===== src/rtl/d_bus_arbiter_if.sv =====
// rtl/d_bus_arbiter_if.sv - requester, shared data-bus and target-strobe signals of d_bus_arbiter
interface d_bus_arbiter_if;
    logic        cpu_req;
    logic        cpu_we;
    logic [15:0] cpu_addr;
    logic [15:0] cpu_wdata;
    logic        dma_req;
    logic        dma_we;
    logic [15:0] dma_addr;
    logic [15:0] dma_wdata;
    logic        cpu_ack;
    logic        dma_ack;
    logic [15:0] rdata;
    logic [15:0] d_addr;
    logic [15:0] d_wdata;
    logic        d_oe;
    logic [15:0] d_bus_in;
    logic        mem_read;
    logic        mem_write;
    logic        io_read;
    logic        io_write;

    modport master (
        input  cpu_req, cpu_we, cpu_addr, cpu_wdata,
        input  dma_req, dma_we, dma_addr, dma_wdata,
        input  d_bus_in,
        output cpu_ack, dma_ack, rdata,
        output d_addr, d_wdata, d_oe,
        output mem_read, mem_write, io_read, io_write
    );

    modport slave (
        output cpu_req, cpu_we, cpu_addr, cpu_wdata,
        output dma_req, dma_we, dma_addr, dma_wdata,
        output d_bus_in,
        input  cpu_ack, dma_ack, rdata,
        input  d_addr, d_wdata, d_oe,
        input  mem_read, mem_write, io_read, io_write
    );
endinterface


===== src/rtl/d_bus_arbiter.sv =====
// rtl/d_bus_arbiter.sv - CPU/DMA arbiter for the shared d_bus with mem/io decode; `ROUND_ROBIN_EN selects fair arbitration
module d_bus_arbiter #(
    parameter logic [15:0] IO_BASE = 16'hFF00
) (
    input  logic            clk,
    input  logic            rst_n,
    d_bus_arbiter_if.master bus
);

    localparam logic [1:0] ST_IDLE = 2'd0;
    localparam logic [1:0] ST_CMD  = 2'd1;
    localparam logic [1:0] ST_RDAT = 2'd2;
    localparam logic [1:0] ST_DONE = 2'd3;

    localparam logic OWNER_CPU = 1'b0;
    localparam logic OWNER_DMA = 1'b1;

    logic [1:0]  state;
    logic        owner;
    logic        last_owner;
    logic        lat_we;
    logic [15:0] d_addr_q;
    logic [15:0] d_wdata_q;
    logic [15:0] rdata_q;
    logic        d_oe_q;
    logic        mem_read_q;
    logic        mem_write_q;
    logic        io_read_q;
    logic        io_write_q;
    logic        cpu_ack_q;
    logic        dma_ack_q;

    logic        grant_valid;
    logic        grant_owner;
    logic        sel_we;
    logic [15:0] sel_addr;
    logic [15:0] sel_wdata;
    logic        sel_io;

    // Requests only feed the next-state logic; every output below is a flop.
    always_comb begin
        grant_valid = bus.cpu_req | bus.dma_req;
        grant_owner = OWNER_CPU;
        if (bus.cpu_req && bus.dma_req) begin
`ifdef ROUND_ROBIN_EN
            grant_owner = ~last_owner;
`else
            grant_owner = OWNER_CPU;
`endif
        end else if (bus.dma_req) begin
            grant_owner = OWNER_DMA;
        end
    end

`ifndef ROUND_ROBIN_EN
    // Fixed priority never consults the grant history, but it is still tracked.
    logic unused_last_owner;
    assign unused_last_owner = last_owner;
`endif

    always_comb begin
        sel_we    = bus.cpu_we;
        sel_addr  = bus.cpu_addr;
        sel_wdata = bus.cpu_wdata;
        if (grant_owner == OWNER_DMA) begin
            sel_we    = bus.dma_we;
            sel_addr  = bus.dma_addr;
            sel_wdata = bus.dma_wdata;
        end
        sel_io = (sel_addr >= IO_BASE);
    end

    always_ff @(posedge clk or negedge rst_n) begin
        if (!rst_n) begin
            state       <= ST_IDLE;
            owner       <= OWNER_CPU;
            last_owner  <= OWNER_CPU;
            lat_we      <= 1'b0;
            d_addr_q    <= 16'h0000;
            d_wdata_q   <= 16'h0000;
            rdata_q     <= 16'h0000;
            d_oe_q      <= 1'b0;
            mem_read_q  <= 1'b0;
            mem_write_q <= 1'b0;
            io_read_q   <= 1'b0;
            io_write_q  <= 1'b0;
            cpu_ack_q   <= 1'b0;
            dma_ack_q   <= 1'b0;
        end else begin
            case (state)
                ST_IDLE: begin
                    cpu_ack_q <= 1'b0;
                    dma_ack_q <= 1'b0;
                    if (grant_valid) begin
                        owner       <= grant_owner;
                        last_owner  <= grant_owner;
                        lat_we      <= sel_we;
                        d_addr_q    <= sel_addr;
                        d_wdata_q   <= sel_wdata;
                        // Strobes are set on the way into CMD so they are valid for the whole CMD cycle.
                        d_oe_q      <= sel_we;
                        mem_read_q  <= ~sel_we & ~sel_io;
                        mem_write_q <=  sel_we & ~sel_io;
                        io_read_q   <= ~sel_we &  sel_io;
                        io_write_q  <=  sel_we &  sel_io;
                        state       <= ST_CMD;
                    end
                end
                ST_CMD: begin
                    if (lat_we) begin
                        d_oe_q      <= 1'b0;
                        mem_write_q <= 1'b0;
                        io_write_q  <= 1'b0;
                        cpu_ack_q   <= (owner == OWNER_CPU);
                        dma_ack_q   <= (owner == OWNER_DMA);
                        state       <= ST_DONE;
                    end else begin
                        state       <= ST_RDAT;
                    end
                end
                ST_RDAT: begin
                    rdata_q    <= bus.d_bus_in;
                    mem_read_q <= 1'b0;
                    io_read_q  <= 1'b0;
                    cpu_ack_q  <= (owner == OWNER_CPU);
                    dma_ack_q  <= (owner == OWNER_DMA);
                    state      <= ST_DONE;
                end
                ST_DONE: begin
                    cpu_ack_q <= 1'b0;
                    dma_ack_q <= 1'b0;
                    state     <= ST_IDLE;
                end
                default: begin
                    d_oe_q      <= 1'b0;
                    mem_read_q  <= 1'b0;
                    mem_write_q <= 1'b0;
                    io_read_q   <= 1'b0;
                    io_write_q  <= 1'b0;
                    cpu_ack_q   <= 1'b0;
                    dma_ack_q   <= 1'b0;
                    state       <= ST_IDLE;
                end
            endcase
        end
    end

    assign bus.cpu_ack   = cpu_ack_q;
    assign bus.dma_ack   = dma_ack_q;
    assign bus.rdata     = rdata_q;
    assign bus.d_addr    = d_addr_q;
    assign bus.d_wdata   = d_wdata_q;
    assign bus.d_oe      = d_oe_q;
    assign bus.mem_read  = mem_read_q;
    assign bus.mem_write = mem_write_q;
    assign bus.io_read   = io_read_q;
    assign bus.io_write  = io_write_q;

endmodule


===== src/flat_wrapper.sv =====
// flat-port wrapper written by rule: the top's interface ports become plain ports
module d_bus_arbiter_flat 
#(
    parameter logic [15:0] IO_BASE = 16'hFF00
)
  (clk, rst_n, bus_cpu_req, bus_cpu_we, bus_cpu_addr, bus_cpu_wdata, bus_dma_req, bus_dma_we, bus_dma_addr, bus_dma_wdata, bus_d_bus_in, bus_cpu_ack, bus_dma_ack, bus_rdata, bus_d_addr, bus_d_wdata, bus_d_oe, bus_mem_read, bus_mem_write, bus_io_read, bus_io_write);
  d_bus_arbiter_if bus_i ();
  input  logic clk;
  input  logic rst_n;
  input wire logic [$bits(bus_i.cpu_req)-1:0] bus_cpu_req;
  input wire logic [$bits(bus_i.cpu_we)-1:0] bus_cpu_we;
  input wire logic [$bits(bus_i.cpu_addr)-1:0] bus_cpu_addr;
  input wire logic [$bits(bus_i.cpu_wdata)-1:0] bus_cpu_wdata;
  input wire logic [$bits(bus_i.dma_req)-1:0] bus_dma_req;
  input wire logic [$bits(bus_i.dma_we)-1:0] bus_dma_we;
  input wire logic [$bits(bus_i.dma_addr)-1:0] bus_dma_addr;
  input wire logic [$bits(bus_i.dma_wdata)-1:0] bus_dma_wdata;
  input wire logic [$bits(bus_i.d_bus_in)-1:0] bus_d_bus_in;
  output wire logic [$bits(bus_i.cpu_ack)-1:0] bus_cpu_ack;
  output wire logic [$bits(bus_i.dma_ack)-1:0] bus_dma_ack;
  output wire logic [$bits(bus_i.rdata)-1:0] bus_rdata;
  output wire logic [$bits(bus_i.d_addr)-1:0] bus_d_addr;
  output wire logic [$bits(bus_i.d_wdata)-1:0] bus_d_wdata;
  output wire logic [$bits(bus_i.d_oe)-1:0] bus_d_oe;
  output wire logic [$bits(bus_i.mem_read)-1:0] bus_mem_read;
  output wire logic [$bits(bus_i.mem_write)-1:0] bus_mem_write;
  output wire logic [$bits(bus_i.io_read)-1:0] bus_io_read;
  output wire logic [$bits(bus_i.io_write)-1:0] bus_io_write;
  assign bus_i.cpu_req = bus_cpu_req;
  assign bus_i.cpu_we = bus_cpu_we;
  assign bus_i.cpu_addr = bus_cpu_addr;
  assign bus_i.cpu_wdata = bus_cpu_wdata;
  assign bus_i.dma_req = bus_dma_req;
  assign bus_i.dma_we = bus_dma_we;
  assign bus_i.dma_addr = bus_dma_addr;
  assign bus_i.dma_wdata = bus_dma_wdata;
  assign bus_i.d_bus_in = bus_d_bus_in;
  assign bus_cpu_ack = bus_i.cpu_ack;
  assign bus_dma_ack = bus_i.dma_ack;
  assign bus_rdata = bus_i.rdata;
  assign bus_d_addr = bus_i.d_addr;
  assign bus_d_wdata = bus_i.d_wdata;
  assign bus_d_oe = bus_i.d_oe;
  assign bus_mem_read = bus_i.mem_read;
  assign bus_mem_write = bus_i.mem_write;
  assign bus_io_read = bus_i.io_read;
  assign bus_io_write = bus_i.io_write;
  d_bus_arbiter #(.IO_BASE(IO_BASE)) u_core (.clk(clk), .rst_n(rst_n), .bus(bus_i));
endmodule

===== config.mk =====
export PLATFORM = sky130hd
export DESIGN_NAME = d_bus_arbiter_flat
export DESIGN_NICKNAME = d
export VERILOG_FILES = /design/src/rtl/d_bus_arbiter_if.sv /design/src/rtl/d_bus_arbiter.sv /design/src/flat_wrapper.sv
export SDC_FILE = /design/constraint.sdc
export NUM_CORES = 1
export LEC_CHECK = 0
export BUFFER_PORTS_ARGS = -buffer_cell sky130_fd_sc_hd__buf_2
export CORE_MARGIN = 2
export CORE_UTILIZATION = 45
export CTS_CLUSTER_DIAMETER = 100
export CTS_CLUSTER_SIZE = 8
export DETAILED_ROUTE_END_ITERATION = 8
export GPL_TIMING_DRIVEN = 0
export PLACE_DENSITY = 0.81
export SLEW_MARGIN = 5
export SYNTH_ARGS = -nofsm -noshare
export SYNTH_HDL_FRONTEND = slang
export SYNTH_SLANG_ARGS = --single-unit

===== constraint.sdc =====
create_clock -name clk -period 2.1 [get_ports clk]
set_input_delay 0.42 -clock clk [delete_from_list [all_inputs] [get_ports clk]]
set_output_delay 0.42 -clock clk [all_outputs]
set_load 0.02 [all_outputs]

==> results of run 1 <==
power groups by stage:
stage          combinational [mW]  clock [mW]  sequential, mW
6_report                     2.43       0.998            1.94
5_1_grt                      2.67        1.08            2.01
4_1_cts                      2.47        1.03            1.95
3_5_place_dp                 2.47           0            1.96
3_3_place_gp                 2.38           0            1.93
2_1_floorplan               0.977           0            2.57
worst max-delay path, delay by kind of cell (launching register included):
kind	cells	cell delay, ps
DFF	1	380
adders and majority gates	1	170
buffers and inverters	3	650
muxes	1	370
Yosys cell counts (2+ instances only):
library cell  instances
dfrtp_1              59
mux2_2               16
buf_8                 2
o21ai_1              21
buf_6                 2
nand4_1               4
nor2b_1               3
nor3_1                2
a21oi_1               2
o2bb2ai_1             2
buf_2                 7
nand2_1              40
nand2b_1              2
inv_1                 3
clkbuf_1              2
o21ai_0              19
ha_1                  4
mux2i_1              33
a22o_1                2
sequential cells by signal (all words and copies together) (netlist names):
name                  flops
u_core.bus.dma_ack        1
u_core.state              2
u_core.bus.d_addr        16
u_core.owner              1
u_core.bus.rdata         16
u_core.lat_we             1
u_core.bus.io_write       1
u_core.bus.d_oe           1
u_core.bus.d_wdata       16
u_core.bus.io_read        1
u_core.bus.mem_read       1
u_core.bus.mem_write      1
u_core.bus.cpu_ack        1
area by class of cell:
| cell class | count | area (µm²) | area share (%) |
|---|---|---|---|
| flip-flops and latches | 59 | 1480 | 40.2 |
| multi-input cells | 160 | 1100 | 29.9 |
| repair buffers | 140 | 703 | 19.1 |
| clock buffers | 11 | 141 | 3.85 |
| plain buffers | 13 | 95.1 | 2.59 |
| well taps | 75 | 93.8 | 2.56 |
| clock inverters | 5 | 52.6 | 1.43 |
| inverters | 3 | 11.3 | 0.307 |
how the worst min path moves through the flow:
stage                                       from                           endpoint  slack [ps]
2_1_floorplan                              rst_n     u_core.bus.cpu_ack$_DFFE_PN0P_         120
3_3_place_gp    u_core.bus.d_addr[9]$_DFFE_PN0P_   u_core.bus.d_addr[9]$_DFFE_PN0P_         460
4_1_cts                          bus_d_bus_in[2]    u_core.bus.rdata[2]$_DFFE_PN0P_         300
3_5_place_dp   u_core.bus.d_addr[12]$_DFFE_PN0P_  u_core.bus.d_addr[12]$_DFFE_PN0P_         470
6_report                                   rst_n    u_core.bus.rdata[1]$_DFFE_PN0P_         140
5_1_grt                                    rst_n    u_core.bus.rdata[1]$_DFFE_PN0P_         200
through the flow:
stage | hold slack [ps] | instances | total power, mW | utilization, %
3_3_place_gp | 461 | 450 | 4.31 | 59.4
3_5_place_dp | 466 | 450 | 4.43 | 59.4
6_report | 144 | 466 | 5.38 | 62.8
4_1_cts | 299 | 466 | 5.45 | 62.7
5_1_grt | 199 | 466 | 5.76 | 62.8
2_1_floorplan | 124 | 235 | 3.54 | -
cells by family (layout without fill, tap and decap cells):
family          count (synthesis)  after routing  synth area share [%]
simple gates                   57             57                  9.71
compound gates                 50             50                  10.4
flops                          59             59                  55.1
mux                            49             49                  19.0
buf+inv                        16            172                  3.97
fa+ha+maj                       4              4                  1.87
layer usage:
| metal | vias to the layer above | part of all wire (%) |
|---|---|---|
| li1 | 1134 | - |
| met1 | 1092 | 40 |
| met2 | 82 | 52 |
| met3 | 9 | 6.7 |
| met4 | 0 | 1.5 |
| met5 | - | 0 |
==> flow_metrics.env, run 1 <==
export IMPL_dpl_cell_area_um2=3480
export IMPL_final_common_cell="buf_2"
export IMPL_rr_worst_depth=5
export IMPL_arrival_ps=1900
export IMPL_maxCapViolations=0
export IMPL_die_w_um=81.2
export IMPL_gp_congestion=0.816
export IMPL_start_kind="flop"
export IMPL_setup_viol=0
export IMPL_diodes=0
export IMPL_final_cell_mix="146 x buf_2, 59 x dfrtp_1, 40 x nand2_1, 33 x mux2i_1, 21 x o21ai_1"
export IMPL_met2_usage_pct=36.1
export IMPL_grt_setup_unrepaired="false"
export IMPL_final_max_slew_viol_count=0
export IMPL_dpl_hpwl_um=4960
export IMPL_p_switching_mw=2.18
export IMPL_io_pins=141
export IMPL_die_area_um2=6590
export IMPL_grt_max_degree=60
export IMPL_p_int_mw=3.19
export IMPL_nFillCells=498
export IMPL_synth_seq_cells=59
export IMPL_syn_num_nets=325
export IMPL_clock_skew_ps=6.26
export IMPL_reg2reg_to="u_core.bus.rdata[13]$_DFFE_PN0P_"
export IMPL_track_usage_pct=20.3
export IMPL_p_clk_share_pct=18.6
export IMPL_antenna_found_initial=0
export IMPL_pwr_share_seq_pct=36.2
export IMPL_fp_dieH_um=81.2
export IMPL_status="finished clean"
export IMPL_worstReg2RegStart="u_core.state[0]$_DFFE_PN0P_"
export IMPL_hold_viol_final=0
export IMPL_grt_pass1_wl_um=10000
export IMPL_slowest_stage="dfrtp_1"
export IMPL_drive_gt1_share_pct=47.8
export IMPL_ctsHoldBuffers=0
export IMPL_cts_tree="done"
export IMPL_portBuffers=140
export IMPL_vias=2317
export IMPL_postSynthAreaPerCell_um2=11.4
export IMPL_rows=28
export IMPL_cts_sinks=59
export IMPL_swShare_pct=40.6
export IMPL_grtUsageMet1_pct=22.3
export IMPL_power_density_nw_per_um2=1460
export IMPL_synth_edf_count=0
export IMPL_cp_startpoint="u_core.state[0]$_DFFE_PN0P_"
export IMPL_synthArstFlopShare_pct=100
export IMPL_wl_per_cell_um=13.8
export IMPL_yosys_warnings=0
export IMPL_max_slew_margin_pct=52.8
export IMPL_path_max_fanout=10
export IMPL_overflow=0
export IMPL_drt_initial_drc_count=97
export IMPL_synth_largest_area_cell="dfrtp_1"
export IMPL_cp_required_ps=2310
export IMPL_initial_core_util_pct=45.8
export IMPL_core_area_um2=5850
export IMPL_yosysTopAreaCellShare_pct=55.1
export IMPL_netlist_instances=235
export IMPL_worst_slack_ps=412
export IMPL_grt_pass1_vias=2262
export IMPL_hold_path_class="in -> async"
export IMPL_firstDrtPassIters=4
export IMPL_ys_flop_type="dfrtp_1"
export IMPL_cts_resized=0
export IMPL_root_buffer="clkbuf_8"
export IMPL_max_stage_delay_ps=380
export IMPL_wirelength_um=6430
export IMPL_combPwrFrac_pct=45.3
export IMPL_post_cts_setup_buffers=0
export IMPL_critPathKind="reg -> reg"
export IMPL_fin_crit_ps=1690
export IMPL_final_antenna_net_count=0
export IMPL_use_met3_pct=5.33
export IMPL_insertion_delay_ps=330
export IMPL_p_leak_nw=2.00
export IMPL_syn_cell_area_um2=2680
export IMPL_area_delta_synth_final_pct=37.0
export IMPL_fin_crit_sh_pct=80.4
export IMPL_top_usage_layer="met2"
export IMPL_synth_distinct_cells=29
export IMPL_peakVddDrop_mv=0.772
export IMPL_synthTopCellsByArea="dfrtp_1 55%, mux2i_1 12%, mux2_2 6.7%, nand2_1 5.6%, o21ai_1 3.9%"
export IMPL_place_worst_setup_slack_ps=403
export IMPL_cts_buffers_inserted=9
export IMPL_clock_fmax_ghz=0.592
export IMPL_cp_end_kind="flop"
export IMPL_crit_chain="inv_1 -> ha_1 -> buf_2 -> buf_2 -> mux2_2"
export IMPL_drc=0
export IMPL_tns_ps=0
export IMPL_final_nets=476
export IMPL_ys_seq_area_share_pct=55.1
export IMPL_cts_htree_levels=3
export IMPL_rrSetupSlack_ps=410
export IMPL_clock_path_buffers=2
export IMPL_cpMostUsedCell="buf_2"
export IMPL_tightest_slew_ps=708
export IMPL_clk_pin_slew_ps=60
export IMPL_viasPerCell=4.97
export IMPL_endpoint="u_core.bus.rdata[13]$_DFFE_PN0P_"
export IMPL_fin_area_um2=3670
Note: power is estimated with default switching activity, not from simulation.
==> inputs of run 2 (changes only) <==
Settings changed: CORE_UTILIZATION 45 to 41, PLACE_DENSITY 0.81 to 0.78.
Clock period 2.1 ns to 1.5 ns, I/O delays scaled along.
==> flow_metrics.env, run 2 (synthesis gave the netlist of run 1 again) <==
export IMPL_tightest_slew_ps=743
export IMPL_final_max_slew_viol_count=0
export IMPL_p_total_mw=8.15
export IMPL_final_nets=482
export IMPL_cp_required_ps=1700
export IMPL_cp_end_kind="flop"
export IMPL_fin_crit_ps=1440
export IMPL_portBuffers=140
export IMPL_grt_max_degree=60
export IMPL_grt_setup_unrepaired="true"
export IMPL_crit_family="flip-flops"
export IMPL_critPathKind="reg -> reg"
export IMPL_dpl_hpwl_um=5030
export IMPL_rows=29
export IMPL_viasPerCell=4.91
export IMPL_clock_skew_ps=10.2
export IMPL_clock_fmax_ghz=0.694
export IMPL_cts_buffers_inserted=9
export IMPL_diodes=0
export IMPL_io_pins=141
export IMPL_max_slew_margin_pct=50.4
export IMPL_wl_per_cell_um=14.1
export IMPL_regArea_um2=1480
export IMPL_die_area_um2=7200
export IMPL_insertion_delay_ps=330
export IMPL_overflow=0
export IMPL_grt_pass1_vias=2327
export IMPL_crit_chain="inv_2 -> ha_1 -> buf_6 -> buf_8 -> mux2_2"
export IMPL_path_max_fanout=10
export IMPL_root_buffer="clkbuf_8"
export IMPL_arrival_ps=1640
export IMPL_clock_path_buffers=2
export IMPL_place_worst_setup_slack_ps=-180
export IMPL_maxCapViolations=0
export IMPL_start_kind="flop"
export IMPL_hold_viol_final=0
export IMPL_power_density_nw_per_um2=2140
export IMPL_status="finished clean"
export IMPL_peakVddDrop_mv=1.06
export IMPL_wirelength_um=6680
export IMPL_firstDrtPassIters=4
export IMPL_drt_initial_drc_count=68
export IMPL_track_usage_pct=18.9
export IMPL_worst_slack_ps=58.6
export IMPL_multi_input_comb_area_um2=1110
export IMPL_fp_dieH_um=84.9
export IMPL_cts_sinks=59
export IMPL_p_leak_nw=2.07
export IMPL_drive_gt1_share_pct=50.1
export IMPL_final_cell_mix="139 x buf_2, 59 x dfrtp_1, 40 x nand2_1, 33 x mux2i_1, 21 x o21ai_1"
export IMPL_gp_congestion=0.762
export IMPL_max_stage_delay_ps=400
export IMPL_area_delta_synth_final_pct=42.3
export IMPL_clk_pin_slew_ps=70
export IMPL_grt_pass1_wl_um=10700
export IMPL_final_antenna_net_count=0
export IMPL_crit_buf_inv=3
export IMPL_setup_viol=0
export IMPL_vias=2327
export IMPL_worstReg2RegStart="u_core.state[0]$_DFFE_PN0P_"
export IMPL_hold_path_class="in -> async"
export IMPL_core_area_um2=6350
export IMPL_final_common_cell="buf_2"
export IMPL_slowest_stage="dfrtp_1"
export IMPL_cts_htree_levels=3
export IMPL_antenna_found_initial=0
export IMPL_die_w_um=84.9
export IMPL_drc=0
export IMPL_nFillCells=536
export IMPL_initial_core_util_pct=42.2
export IMPL_fin_crit_sh_pct=96.1
export IMPL_cp_startpoint="u_core.state[0]$_DFFE_PN0P_"
export IMPL_cts_tree="done"
==> run 2: cell types whose count changed in the layout (fill, tap and decap cells not counted), sizes merged <==
| cell | change |
|---|---|
| bufinv | +2 |
| clkinv | -1 |
| buf | +6 |
| clkinvlp | -1 |
==> run 2: area by class of cell <==
class / count / share of cell area, %
Tap cell: 77 / 2.53
Inverter: 3 / 0.295
Clock buffer: 11 / 3.71
Clock inverter: 5 / 2.62
Buffer: 13 / 3.31
Multi-Input combinational cell: 160 / 29.2
Timing Repair Buffer: 146 / 19.6
Sequential cell: 59 / 38.7
==> run 2: final timing paths <==
check	endpoint	slack, ps	depth (start not counted)
max	u_core.bus.rdata[15]$_DFFE_PN0P_	60	5
min reg2reg	u_core.bus.d_addr[12]$_DFFE_PN0P_	480	2
max in group asynchronous	u_core.bus.d_wdata[1]$_DFFE_PN0P_	970	1
max reg2reg	u_core.bus.rdata[15]$_DFFE_PN0P_	60	5
min	u_core.state[0]$_DFFE_PN0P_	40	1
min in group clk	u_core.bus.rdata[3]$_DFFE_PN0P_	200	2
==> run 2: stage by stage <==
step                      hold slack (ps)  instances  cell area (µm²)  util [%]  setup TNS [ps]
after floorplan                      4.41        235             2680         -               0
after global placement                461        452             3480      54.8           -5750
after detailed placement              473        452             3480      54.8           -7390
after CTS                             188        468             3760      59.2               0
after global routing                  100        474             3810      60.1          -0.276
final                                36.5        474             3810      60.1               0
==> run 2: repair_timing <==
action / 4_1_cts / 5_1_grt
setup endpoints to repair: 46 / 46
gates resized for setup: 14 / 4
gates cloned: 0 / 0
endpoints found under the hold margin: 0 / 0
hold buffers: 0 / 0
buffers inserted: 0 / 6
==> run 2: per-layer routing <==
layer,vias up,wire length [µm],global-route usage (%)
met2,98,3290,31.8
met4,0,139,8.37
met5,-,0,0
met3,14,454,4.18
li1,1134,-,-
met1,1081,2800,23.3
==> run 2: power breakdown <==
| group | internal, mW | total, mW | switching [mW] |
|---|---|---|---|
| registers | 2.35 | 2.73 | 0.375 |
| logic | 1.53 | 3.67 | 2.14 |
| clock network | 1.14 | 1.75 | 0.605 |
| total | 5.03 | 8.15 | 3.12 |
==> run 2: worst register-to-register path: stages, from the launching register on <==
cell	delay, ps
dfrtp_1	400
inv_2	120
ha_1	190
buf_6	140
buf_8	140
mux2_2	340
==> inputs of run 3 (changes only) <==
Settings changed: MAX_ROUTING_LAYER set to met4, RECOVER_POWER set to 100.
==> flow_metrics.env, run 3 (synthesis gave the netlist of run 1 again) <==
export IMPL_fin_crit_sh_pct=96.8
export IMPL_grt_pass1_wl_um=10700
export IMPL_clock_path_buffers=2
export IMPL_rows=29
export IMPL_max_stage_delay_ps=400
export IMPL_cts_buffers_inserted=9
export IMPL_core_area_um2=6350
export IMPL_regArea_um2=1480
export IMPL_met2_usage_pct=31.8
export IMPL_cts_sinks=59
export IMPL_slowest_stage="dfrtp_1"
export IMPL_path_max_fanout=10
export IMPL_clock_fmax_ghz=0.689
export IMPL_cp_required_ps=1700
export IMPL_grt_pass1_vias=2330
export IMPL_vias=2323
export IMPL_gp_congestion=0.772
export IMPL_grtUsageMet1_pct=23.8
export IMPL_diodes=0
export IMPL_hold_viol_final=0
export IMPL_io_pins=141
export IMPL_area_delta_synth_final_pct=40.3
export IMPL_final_cell_mix="123 x buf_2, 59 x dfrtp_1, 40 x nand2_1, 33 x mux2i_1, 21 x o21ai_1"
export IMPL_drive_gt1_share_pct=45.3
export IMPL_dpl_hpwl_um=5030
export IMPL_power_density_nw_per_um2=2130
export IMPL_nFillCells=555
export IMPL_arrival_ps=1650
export IMPL_final_antenna_net_count=0
export IMPL_final_common_cell="buf_2"
export IMPL_tightest_slew_ps=1290
export IMPL_root_buffer="clkbuf_8"
export IMPL_cts_tree="done"
export IMPL_insertion_delay_ps=320
export IMPL_grt_setup_unrepaired="true"
export IMPL_p_total_mw=8.00
export IMPL_initial_core_util_pct=42.2
export IMPL_start_kind="flop"
export IMPL_wirelength_um=6600
export IMPL_cts_htree_levels=3
export IMPL_crit_chain="inv_2 -> ha_1 -> buf_6 -> buf_8 -> mux2_2"
export IMPL_wl_per_cell_um=14.0
export IMPL_fin_crit_ps=1450
export IMPL_crit_family="buffers and inverters"
export IMPL_use_met3_pct=3.60
export IMPL_final_max_slew_viol_count=0
export IMPL_status="finished clean"
export IMPL_drc=0
export IMPL_antenna_found_initial=0
export IMPL_die_area_um2=7200
export IMPL_overflow=0
export IMPL_max_slew_margin_pct=14.1
export IMPL_crit_buf_inv=3
export IMPL_peakVddDrop_mv=1.05
export IMPL_top_usage_layer="met2"
export IMPL_drt_initial_drc_count=68
export IMPL_critPathKind="reg -> reg"
export IMPL_setup_viol=0
export IMPL_track_usage_pct=19.5
export IMPL_viasPerCell=4.94
export IMPL_hold_path_class="in -> reg"
export IMPL_die_w_um=84.9
export IMPL_clk_pin_slew_ps=70
export IMPL_fp_dieH_um=84.9
export IMPL_tns_ps=0
export IMPL_multi_input_comb_area_um2=1110
export IMPL_cp_end_kind="flop"
export IMPL_grt_max_degree=60
export IMPL_firstDrtPassIters=4
export IMPL_portBuffers=140
export IMPL_ctsHoldBuffers=0
export IMPL_clock_skew_ps=10.6
export IMPL_maxCapViolations=0
export IMPL_final_nets=478
export IMPL_p_leak_nw=1.99
[run 3: per-stage QoR]
step,setup WS (ps),hold slack [ps],util (%),instances,area (µm²)
global route,-13.9,197,59.2,470,3760
global placement,-153,461,54.8,452,3480
CTS,11.7,188,59.2,468,3760
detailed placement,-180,473,54.8,452,3480
finish,47.7,202,59.2,470,3760
floorplan,16.6,4.41,-,235,2680
[run 3: cell type report]
type / instances / share of cell area, %
clock inverter: 5 / 2.66
tap: 77 / 2.56
sequential: 59 / 39.3
multi-input combinational: 160 / 29.6
buffer: 13 / 3.36
inverter: 3 / 0.299
timing repair buffer: 142 / 18.5
clock buffer: 11 / 3.76
[run 3: power breakdown]
| group | internal [mW] | switching, mW | total (mW) |
|---|---|---|---|
| Clock | 1.14 | 0.597 | 1.74 |
| Sequential | 2.35 | 0.379 | 2.73 |
| Combinational | 1.41 | 2.12 | 3.53 |
[run 3: what timing repair did]
action	4_1_cts	5_1_grt
resized for setup	14	4
setup endpoints to repair	46	46
buffers inserted	0	2
hold endpoints to repair	0	0
[run 3: worst reg2reg max path, delay by kind of cell, from the launching register on]
family	cells	cell delay, ps
buffers and inverters	3	410
adder cells (fa/ha/maj)	1	180
flip-flops	1	400
multiplexers	1	340
[run 3: layer usage]
metal  up-vias  wire length (µm)
met5         -                 0
met4         0               128
met3        13               442
met2        98              3250
met1      1085              2780
li1       1127                 -
[run 3: path summary, 6_finish.rpt]
path	startpoint	end	slack [ps]	cells past startpoint
max in group asynchronous	rst_n	u_core.bus.d_wdata[1]$_DFFE_PN0P_	460	1
worst max-delay path	u_core.state[0]$_DFFE_PN0P_	u_core.bus.rdata[9]$_DFFE_PN0P_	50	5
min in group asynchronous	rst_n	u_core.bus.cpu_ack$_DFFE_PN0P_	260	1
worst min-delay path	bus_d_bus_in[3]	u_core.bus.rdata[3]$_DFFE_PN0P_	200	2
worst min register to register	u_core.bus.d_addr[12]$_DFFE_PN0P_	u_core.bus.d_addr[12]$_DFFE_PN0P_	480	2
worst max register to register	u_core.state[0]$_DFFE_PN0P_	u_core.bus.rdata[9]$_DFFE_PN0P_	50	5
